## src/rtl/chase_sequencer.sv

```systemverilog
// chase_sequencer: step-period timer, head-position sequencer and
// valid/ready configuration port for the segment-chaser fade datapath.
module chase_sequencer #(
  parameter int PERIOD_WIDTH = 23
) (
  input  logic       clk,
  input  logic       reset_n,
  input  logic       cfg_valid,
  output logic       cfg_ready,
  input  logic [2:0] cfg_speed,
  input  logic [1:0] cfg_mode,
  input  logic       cfg_run,
  output logic       step_o,
  output logic [2:0] head,
  output logic       head_valid,
  output logic       busy,
  output logic       done
);

  // state | meaning
  // IDLE  | stopped, head blanked; an accepted config is applied next edge
  // RUN   | period counter running, head advances at every boundary
  // DONE  | single-shot pass finished, head parked at 7 and still shown
  typedef enum logic [1:0] {IDLE = 2'd0, RUN = 2'd1, DONE = 2'd2} state_t;

  localparam logic [1:0] M_FWD = 2'b00;
  localparam logic [1:0] M_REV = 2'b01;
  localparam logic [1:0] M_BNC = 2'b10;
  localparam logic [1:0] M_ONE = 2'b11;
  localparam logic [PERIOD_WIDTH-1:0] ONE = PERIOD_WIDTH'(1);

  state_t                  state;
  logic [PERIOD_WIDTH-1:0] cnt;
  logic [PERIOD_WIDTH-1:0] term;
  logic [2:0]              act_speed;
  logic [1:0]              act_mode;
  logic                    dir_up;
  logic                    pend;
  logic [2:0]              pend_speed;
  logic [1:0]              pend_mode;
  logic                    pend_run;
  logic                    accept;
  logic                    boundary;
  logic [3:0]              adv_act;

  // Returns {direction_up, next_head} for one step in the given mode.
  // Bounce turns at the endpoints without repeating them.
  function automatic logic [3:0] advance(input logic [1:0] mode,
                                         input logic [2:0] h,
                                         input logic       up);
    logic [2:0] nh;
    logic       nu;
    nh = h + 3'd1;
    nu = up;
    case (mode)
      M_REV: nh = h - 3'd1;
      M_BNC: begin
        if (up) begin
          if (h == 3'd7) begin
            nh = 3'd6;
            nu = 1'b0;
          end else begin
            nh = h + 3'd1;
          end
        end else begin
          if (h == 3'd0) begin
            nh = 3'd1;
            nu = 1'b1;
          end else begin
            nh = h - 3'd1;
          end
        end
      end
      default: nh = h + 3'd1;
    endcase
    return {nu, nh};
  endfunction

  // Speed 7 wraps (s+1)<<(W-3) to zero, so the -1 lands on all ones.
  assign term      = ((PERIOD_WIDTH'(act_speed) + ONE) << (PERIOD_WIDTH - 3)) - ONE;
  assign cfg_ready = ~pend;
  assign accept    = cfg_valid & cfg_ready;
  assign boundary  = (cnt == term);
  assign adv_act   = advance(act_mode, head, dir_up);

  // Sequencer FSM: period timer, head stepping and config hand-over.
  always_ff @(posedge clk) begin
    if (!reset_n) begin
      state      <= IDLE;
      cnt        <= '0;
      head       <= 3'd0;
      head_valid <= 1'b0;
      step_o     <= 1'b0;
      busy       <= 1'b0;
      done       <= 1'b0;
      dir_up     <= 1'b1;
      act_speed  <= 3'd0;
      act_mode   <= M_FWD;
      pend       <= 1'b0;
      pend_speed <= 3'd0;
      pend_mode  <= M_FWD;
      pend_run   <= 1'b0;
    end else begin
      step_o <= 1'b0;
      done   <= 1'b0;
      case (state)
        RUN: begin
          if (boundary) begin
            cnt <= '0;
            if (pend) begin
              pend      <= 1'b0;
              act_speed <= pend_speed;
              act_mode  <= pend_mode;
              if (!pend_run) begin
                state      <= IDLE;
                head_valid <= 1'b0;
                busy       <= 1'b0;
                dir_up     <= 1'b1;
              end else if (pend_mode == M_ONE) begin
                step_o <= 1'b1;
                head   <= 3'd0;
                dir_up <= 1'b1;
              end else begin
                step_o         <= 1'b1;
                {dir_up, head} <= advance(pend_mode, head, 1'b1);
              end
            end else begin
              step_o         <= 1'b1;
              {dir_up, head} <= adv_act;
              if (act_mode == M_ONE && adv_act[2:0] == 3'd7) begin
                state <= DONE;
                done  <= 1'b1;
                busy  <= 1'b0;
              end
            end
          end else begin
            cnt <= cnt + ONE;
          end
          // Only reachable with no pending config, so it never races the
          // hand-over above: a boundary on the accept cycle uses the old one.
          if (accept) begin
            pend       <= 1'b1;
            pend_speed <= cfg_speed;
            pend_mode  <= cfg_mode;
            pend_run   <= cfg_run;
          end
        end
        default: begin
          if (pend) begin
            pend      <= 1'b0;
            act_speed <= pend_speed;
            act_mode  <= pend_mode;
            dir_up    <= 1'b1;
            cnt       <= '0;
            if (pend_run) begin
              state      <= RUN;
              busy       <= 1'b1;
              head_valid <= 1'b1;
              head       <= (pend_mode == M_REV) ? 3'd7 : 3'd0;
            end else begin
              state      <= IDLE;
              head_valid <= 1'b0;
            end
          end else if (accept) begin
            pend       <= 1'b1;
            pend_speed <= cfg_speed;
            pend_mode  <= cfg_mode;
            pend_run   <= cfg_run;
          end
        end
      endcase
    end
  end

endmodule

```

## config.mk

```make
export PLATFORM = sky130hd
export DESIGN_NAME = chase_sequencer
export DESIGN_NICKNAME = d
export VERILOG_FILES = /design/src/rtl/chase_sequencer.sv
export SDC_FILE = /design/constraint.sdc
export NUM_CORES = 1
export LEC_CHECK = 0
export ABC_AREA = 1
export CORE_UTILIZATION = 50
export CTS_BUF_LIST = sky130_fd_sc_hd__clkbuf_16
export CTS_CLUSTER_DIAMETER = 60
export DETAILED_ROUTE_END_ITERATION = 7
export HOLD_SLACK_MARGIN = 0.12
export PLACE_DENSITY = 0.79
export SLEW_MARGIN = 40
export SYNTH_ARGS = -nofsm -noshare
export SYNTH_HDL_FRONTEND = slang
export SYNTH_SLANG_ARGS = --single-unit
```

## constraint.sdc

```tcl
create_clock -name clk -period 3.9 [get_ports clk]
set_clock_uncertainty 0.1 [all_clocks]
set_input_delay 0.975 -clock clk [delete_from_list [all_inputs] [get_ports clk]]
set_output_delay 0.975 -clock clk [all_outputs]
set_load 0.01 [all_outputs]
```

# Word level (Yosys, flattened, before mapping)
# Cells that the tools add are included.
classes:
  n_addsub: 5
  n_eq_ne: 19
  n_mux: 68
  n_bitwise: 5
  n_reduce_logical: 11
ops:
  columns: ["operator", "n"]
  rows:
  - ["two-way mux 23 bit", 3]
  - ["two-way mux 3 bit", 17]
  - ["two-way mux 1 bit", 34]
  - ["two-way mux 2 bit", 12]
  - ["adder 23 x 1 -> 23 bit (second input constant)", 1]
  - ["equality test 23 bit", 1]
  - ["subtractor 23 x 1 -> 23 bit (second input constant)", 1]
  - ["case mux 3 bit (2 select lines)", 2]
  - ["AND reduction 4 bit", 3]
  - ["inequality test 3 bit (second input constant)", 3]
  - ["equality test 2 bit (second input constant)", 4]
  - ["adder 3 x 1 -> 3 bit (second input constant)", 2]
  - ["equality test 2 x 1 -> 1 bit (second input constant)", 3]
  - ["equality test 3 bit (second input constant)", 2]
  - ["inequality test 2 bit (second input constant)", 3]
  - ["inequality test 3 x 2 -> 1 bit (second input constant)", 2]
  - ["AND reduction 3 bit", 2]
  - ["AND reduction 5 bit", 1]
  - ["NOT 1 bit", 4]
  - ["nonzero test 2 bit", 2]
  - ["OR reduction 4 bit", 1]
  - ["zero test 3 bit", 1]
  - ["subtractor 3 x 1 -> 3 bit (second input constant)", 1]
  - ["inequality test 2 x 1 -> 1 bit (second input constant)", 1]
  - ["2 further kinds", 2]
word_totals:
  ff_bits: 45
  output_inout_bits: 8
  wordCells: 122

# Depth between registers and ports, before layout
depth:
  depth_word: 10
  ltp_mapped: 16
  depth_no_buf: 16

# Least setup slack after synthesis
# No wires, ideal clock.
synth_path:
  path_type: "reg-to-reg"
  start: "register head[0]"
  end: "register state[0]"
  setup_ns: 0.064
  t_arrival_ns: 1.734
  required_time_ns: 3.736
  path_slack_ns: 2.002
  stages_incl_launch_ff: 15
  path_buffers: 0
  cell_sequence: "dfxtp_1 -> inv_1 -> ha_1 -> ha_1 -> inv_1 -> a21oi_1 -> nand2_1 -> nand3_1 -> nor2_1 -> nand2_1 -> nand2_1 -> nand3_1 -> nand2_1 -> inv_1 -> nor2_1"
synth_between:
  elab_chain_cells: 8
  elab_cells_between_ends: 12
  classes_between: "2 x add/sub; 3 x eq/ne; 4 x mux; 3 x reduce/logical"
synth_lines:
  columns: ["item", "line", "rtl"]
  rows:
  - ["start: declaration", "14", "output logic [2:0] head,"]
  - ["start signal: assignment", "125", "{dir_up, head} <= advance(pend_mode, head, 1'b1);"]
  - ["start signal: assignment", "129", "{dir_up, head} <= adv_act;"]
  - ["start signal: assignment", "159", "head <= (pend_mode == M_REV) ? 3'd7 : 3'd0;"]
  - ["subtractor 3 x 1 -> 3 bit, or another cell as far along", null, null]
  - ["two-way mux 3 bit (on tied branches)", "66, 59", null]
  - ["two-way mux 3 bit", "58", "if (up) begin"]
  - ["case mux 3 bit (2 select lines) *", "55", "case (mode)"]
  - ["equality test 3 bit *", "130", "if (act_mode == M_ONE && adv_act[2:0] == 3'd7) begin"]
  - ["logical AND 1 bit *", "130", null]
  - ["inequality test 3 x 2 -> 1 bit (no line) *", null, null]
  - ["AND reduction 4 bit (no line) *", null, null]
  - ["end signal: assignment", "131", "state <= DONE;"]
  - ["end signal: assignment", "156", "state <= RUN;"]
  - ["end signal: assignment", "161", "state <= IDLE;"]
  - ["end: declaration", "32", "state_t state;"]
# Mark *: on every way between the ends. The rest lies on a longest branch, timed or not.
# A chain may end at the register's enable or synchronous reset.

# Worst setup path after layout
layout_path:
  start: "register pend"
  end: "output port cfg_ready"
layout_between:
  elab_chain_cells: 1
layout_lines:
  columns: ["item", "line", "rtl"]
  rows:
  - ["start: declaration", "38", "logic pend;"]
  - ["start signal: assignment", "99", "pend <= 1'b0;"]
  - ["start signal: assignment", "111", "pend <= 1'b0;"]
  - ["start signal: assignment", "142", "pend <= 1'b1;"]
  - ["NOT 1 bit", "81", "assign cfg_ready = ~pend;"]
  - ["end: declaration", "9", "output logic cfg_ready,"]
# No other way between the ends.

==> impl_metrics.csv <==
group,metric,value,unit
cts,cts-resized-gates,0,
min_path,min_path_type,"reg -> reg",
yosys,yosys.cell_types.count,35,
placement,portBuffers,16,
power_and_ir_drop,leakagePower,1.33,nW
floorplan,core-area,5240,um2
final_layout,layout_commonest_cell,"nand2_1",
sta,slew_violations,0,
route,drc,0,
power_and_ir_drop,p_int,0.000936,W
worst_setup_path,reg2reg_to,"state[0]",
worst_setup_path,path_class,"reg -> out",
status,status,"completed",
cts,cts.path.max_buffers,2,
yosys,ys_ff_latch,45,
placement,gp_congestion,0.876,
yosys,postSynthCellCount,425,
sta,fmax,393,MHz
min_path,hp-start,"head_valid",
yosys,ys_seq_area_share,32.5,%
worst_setup_path,critPathLaunchType,"flop",
yosys,avgSynthCellArea,6.52,um2
grt,grt_max_degree,25,
floorplan,die_x,76.5,um
worst_setup_path,endpoint_kind,"primary output",
floorplan,dieHeight,76.5,um
power_and_ir_drop,switching_share,27.2,%
sta,hold_viol_final,0,
sta,holdWs,371,ps
power_and_ir_drop,combPwrFrac,18.0,%
sta,finalCriticalPeriod,2540,ps
cts,clk_latency,290,ps
power_and_ir_drop,powerDensity,402,nW/um2
final_layout,final_cell_mix,"108 x nand2_1, 67 x nor2_1, 51 x inv_1",
grt,first_global_vias,2636,
cts,cts-hold-fix-buffers,0,
sta,post-route-period-util,65.2,%
sta,rsz0062_at_grt,"no",
grt,antenna_found_initial,0,
yosys,synth_area,2770,um2
cts,root_buffer,"clkbuf_16",
final_layout,nNetsFinal,467,
cts,clk_pin_slew,60,ps
sta,maxSlewHeadroom,65.5,%
worst_setup_path,cp-startpoint,"pend",
yosys,synth_warnings,0,
grt,grt_pass1_wl,10900,um
floorplan,rows,26,
worst_setup_path,rr_startpoint,"head[1]",
power_and_ir_drop,p_seq_share,39.2,%
power_and_ir_drop,p_clk_share,42.8,%
cts,cts_tree,"built",
route,num_vias,2658,
worst_setup_path,ff2ff_setup_slack,1750,ps
grt,grtUsageTotal,22.7,%
worst_setup_path,crit_arrival,1470,ps
final_layout,areaGrowthSynthToFinish,15.4,%
final_layout,regArea,901,um2
job,drv_cap,0,
yosys,synth_largest_area_cell,"dfxtp_1",
worst_setup_path,endpoint,"cfg_ready",
worst_setup_path,cp_max_fo,9,
yosys,syn-num-nets,449,
cts,cts_buffers,5,
sta,final-setup-viol-count,0,
worst_setup_path,reg2regPathDepth,12,
yosys,synth_area_leaders,"dfxtp_1 33%, nand2_1 15%, nor2_1 9.1%",
worst_setup_path,cp.required,2820,ps
route,dr.pass1.iters,5,
route,avgViaCountPerCell,5.17,
sta,fin_setup_tns,0,ps
route,totalWireLength,5990,um
cts,post_cts.repair.setup_buffers,0,
placement,dpl.hpwl,4520,um
route,drtIter0Drc,130,
power_and_ir_drop,ir_drop,0.296,mV
cts,htree_levels,2,
floorplan,start_util,52.9,%
yosys,yosys.area.top_type_share,32.5,%
route,drtAntennaViolNets,0,
final_layout,drive_gt1_share,6.53,%
final_layout,multiInputGateArea,1640,um2
route,wire_per_inst,11.7,um
power_and_ir_drop,p_sw,0.000349,W
floorplan,io_pins,17,
sta,worst_pin_slew,514,ps
final_layout,diodes,0,
grt,grt_overflow,0,
final_layout,fill_cells,484,
floorplan,design.die.area,5840,um2
cts,clock-sinks,45,
-- state kept, by name, summed over array words and instances (netlist names) --
signal	count
act_mode	2
act_speed	3
busy	1
cnt	23
dir_up	1
done	1
head	3
head_valid	1
pend	1
pend_mode	2
pend_run	1
pend_speed	3
state	2
step_o	1
-- power by group through the flow --
| stage | Clock (W) | Combinational (W) | Sequential [W] |
|---|---|---|---|
| 2_1_floorplan | 0 | 0.000167 | 0.000510 |
| 3_3_place_gp | 0 | 0.000223 | 0.000513 |
| 3_5_place_dp | 0 | 0.000230 | 0.000514 |
| 4_1_cts | 0.000559 | 0.000231 | 0.000504 |
| 5_1_grt | 0.000580 | 0.000265 | 0.000508 |
| 6_report | 0.000550 | 0.000231 | 0.000504 |
-- worst min-delay path by stage --
stage / end / depth (start not counted)
6_report: head_valid / 2
5_1_grt: head_valid / 2
4_1_cts: head_valid / 2
3_5_place_dp: head_valid / 2
3_3_place_gp: state[1] / 2
2_1_floorplan: state[1] / 2
-- area by class of cell --
| type | instances | area share, % |
|---|---|---|
| Multi-Input combinational cell | 319 | 51.2 |
| Inverter | 54 | 6.34 |
| Sequential cell | 45 | 28.2 |
| Clock buffer | 5 | 3.91 |
| Tap cell | 70 | 2.74 |
| Clock inverter | 3 | 2.15 |
| Timing Repair Buffer | 18 | 5.48 |
-- cells by family (layout without fill, tap and decap cells) --
kind of cell             after synthesis  count (layout)  share of synthesized area (%)
adder cells (fa/ha/maj)               15              15                           6.77
buffers and inverters                 61              80                           8.40
AND/OR/NAND/NOR                      231             231                           36.8
XOR/XNOR                              10              10                           3.16
AO/OA/AOI/OAI                         63              63                           12.3
flip-flops                            45              45                           32.5
-- metrics by stage --
step | setup slack (ps) | utilization, % | area, um2 | power [W] | cells
2_1_floorplan | 2000 | - | 2770 | 0.000677 | 425
4_1_cts | 1340 | 61.1 | 3200 | 0.00129 | 514
3_5_place_dp | 1170 | 57.4 | 3000 | 0.000743 | 506
6_report | 1360 | 61.1 | 3200 | 0.00128 | 514
3_3_place_gp | 1220 | 57.4 | 3000 | 0.000736 | 506
5_1_grt | 1280 | 61.1 | 3200 | 0.00135 | 514
-- worst max-delay path: stages (launching register included) --
cell and delay [ps]:
dfxtp_1 520, inv_1 160, clkdlybuf4s50_1 510
-- synth_stat cells (all sizes together) --
cell    count
a21boi      1
o211ai      1
a22oi       2
o22ai       2
xor2        9
a211oi      1
clkbuf      3
or2         1
dfxtp      45
buf         4
o21bai      1
nor2       73
ha         15
a21oi      33
nand2     116
o311ai      1
inv        53
clkinv      1
a31oi       1
xnor2       1
nand3      26
o21ai      20
nor3        6
and3        1
nand4       8
-- layer usage --
metal  wire length, um  share of wire [%]  GRT usage [%]  vias to the layer above
met3               295                4.9           3.59                        6
li1                  -                  -              -                     1396
met1              2700                 45           26.1                     1183
met4                65                1.1           10.0                        0
met2              2930                 49           41.1                       73
met5                 0                  0              0                        -
No activity file was read; power rests on OpenSTA's default activity.
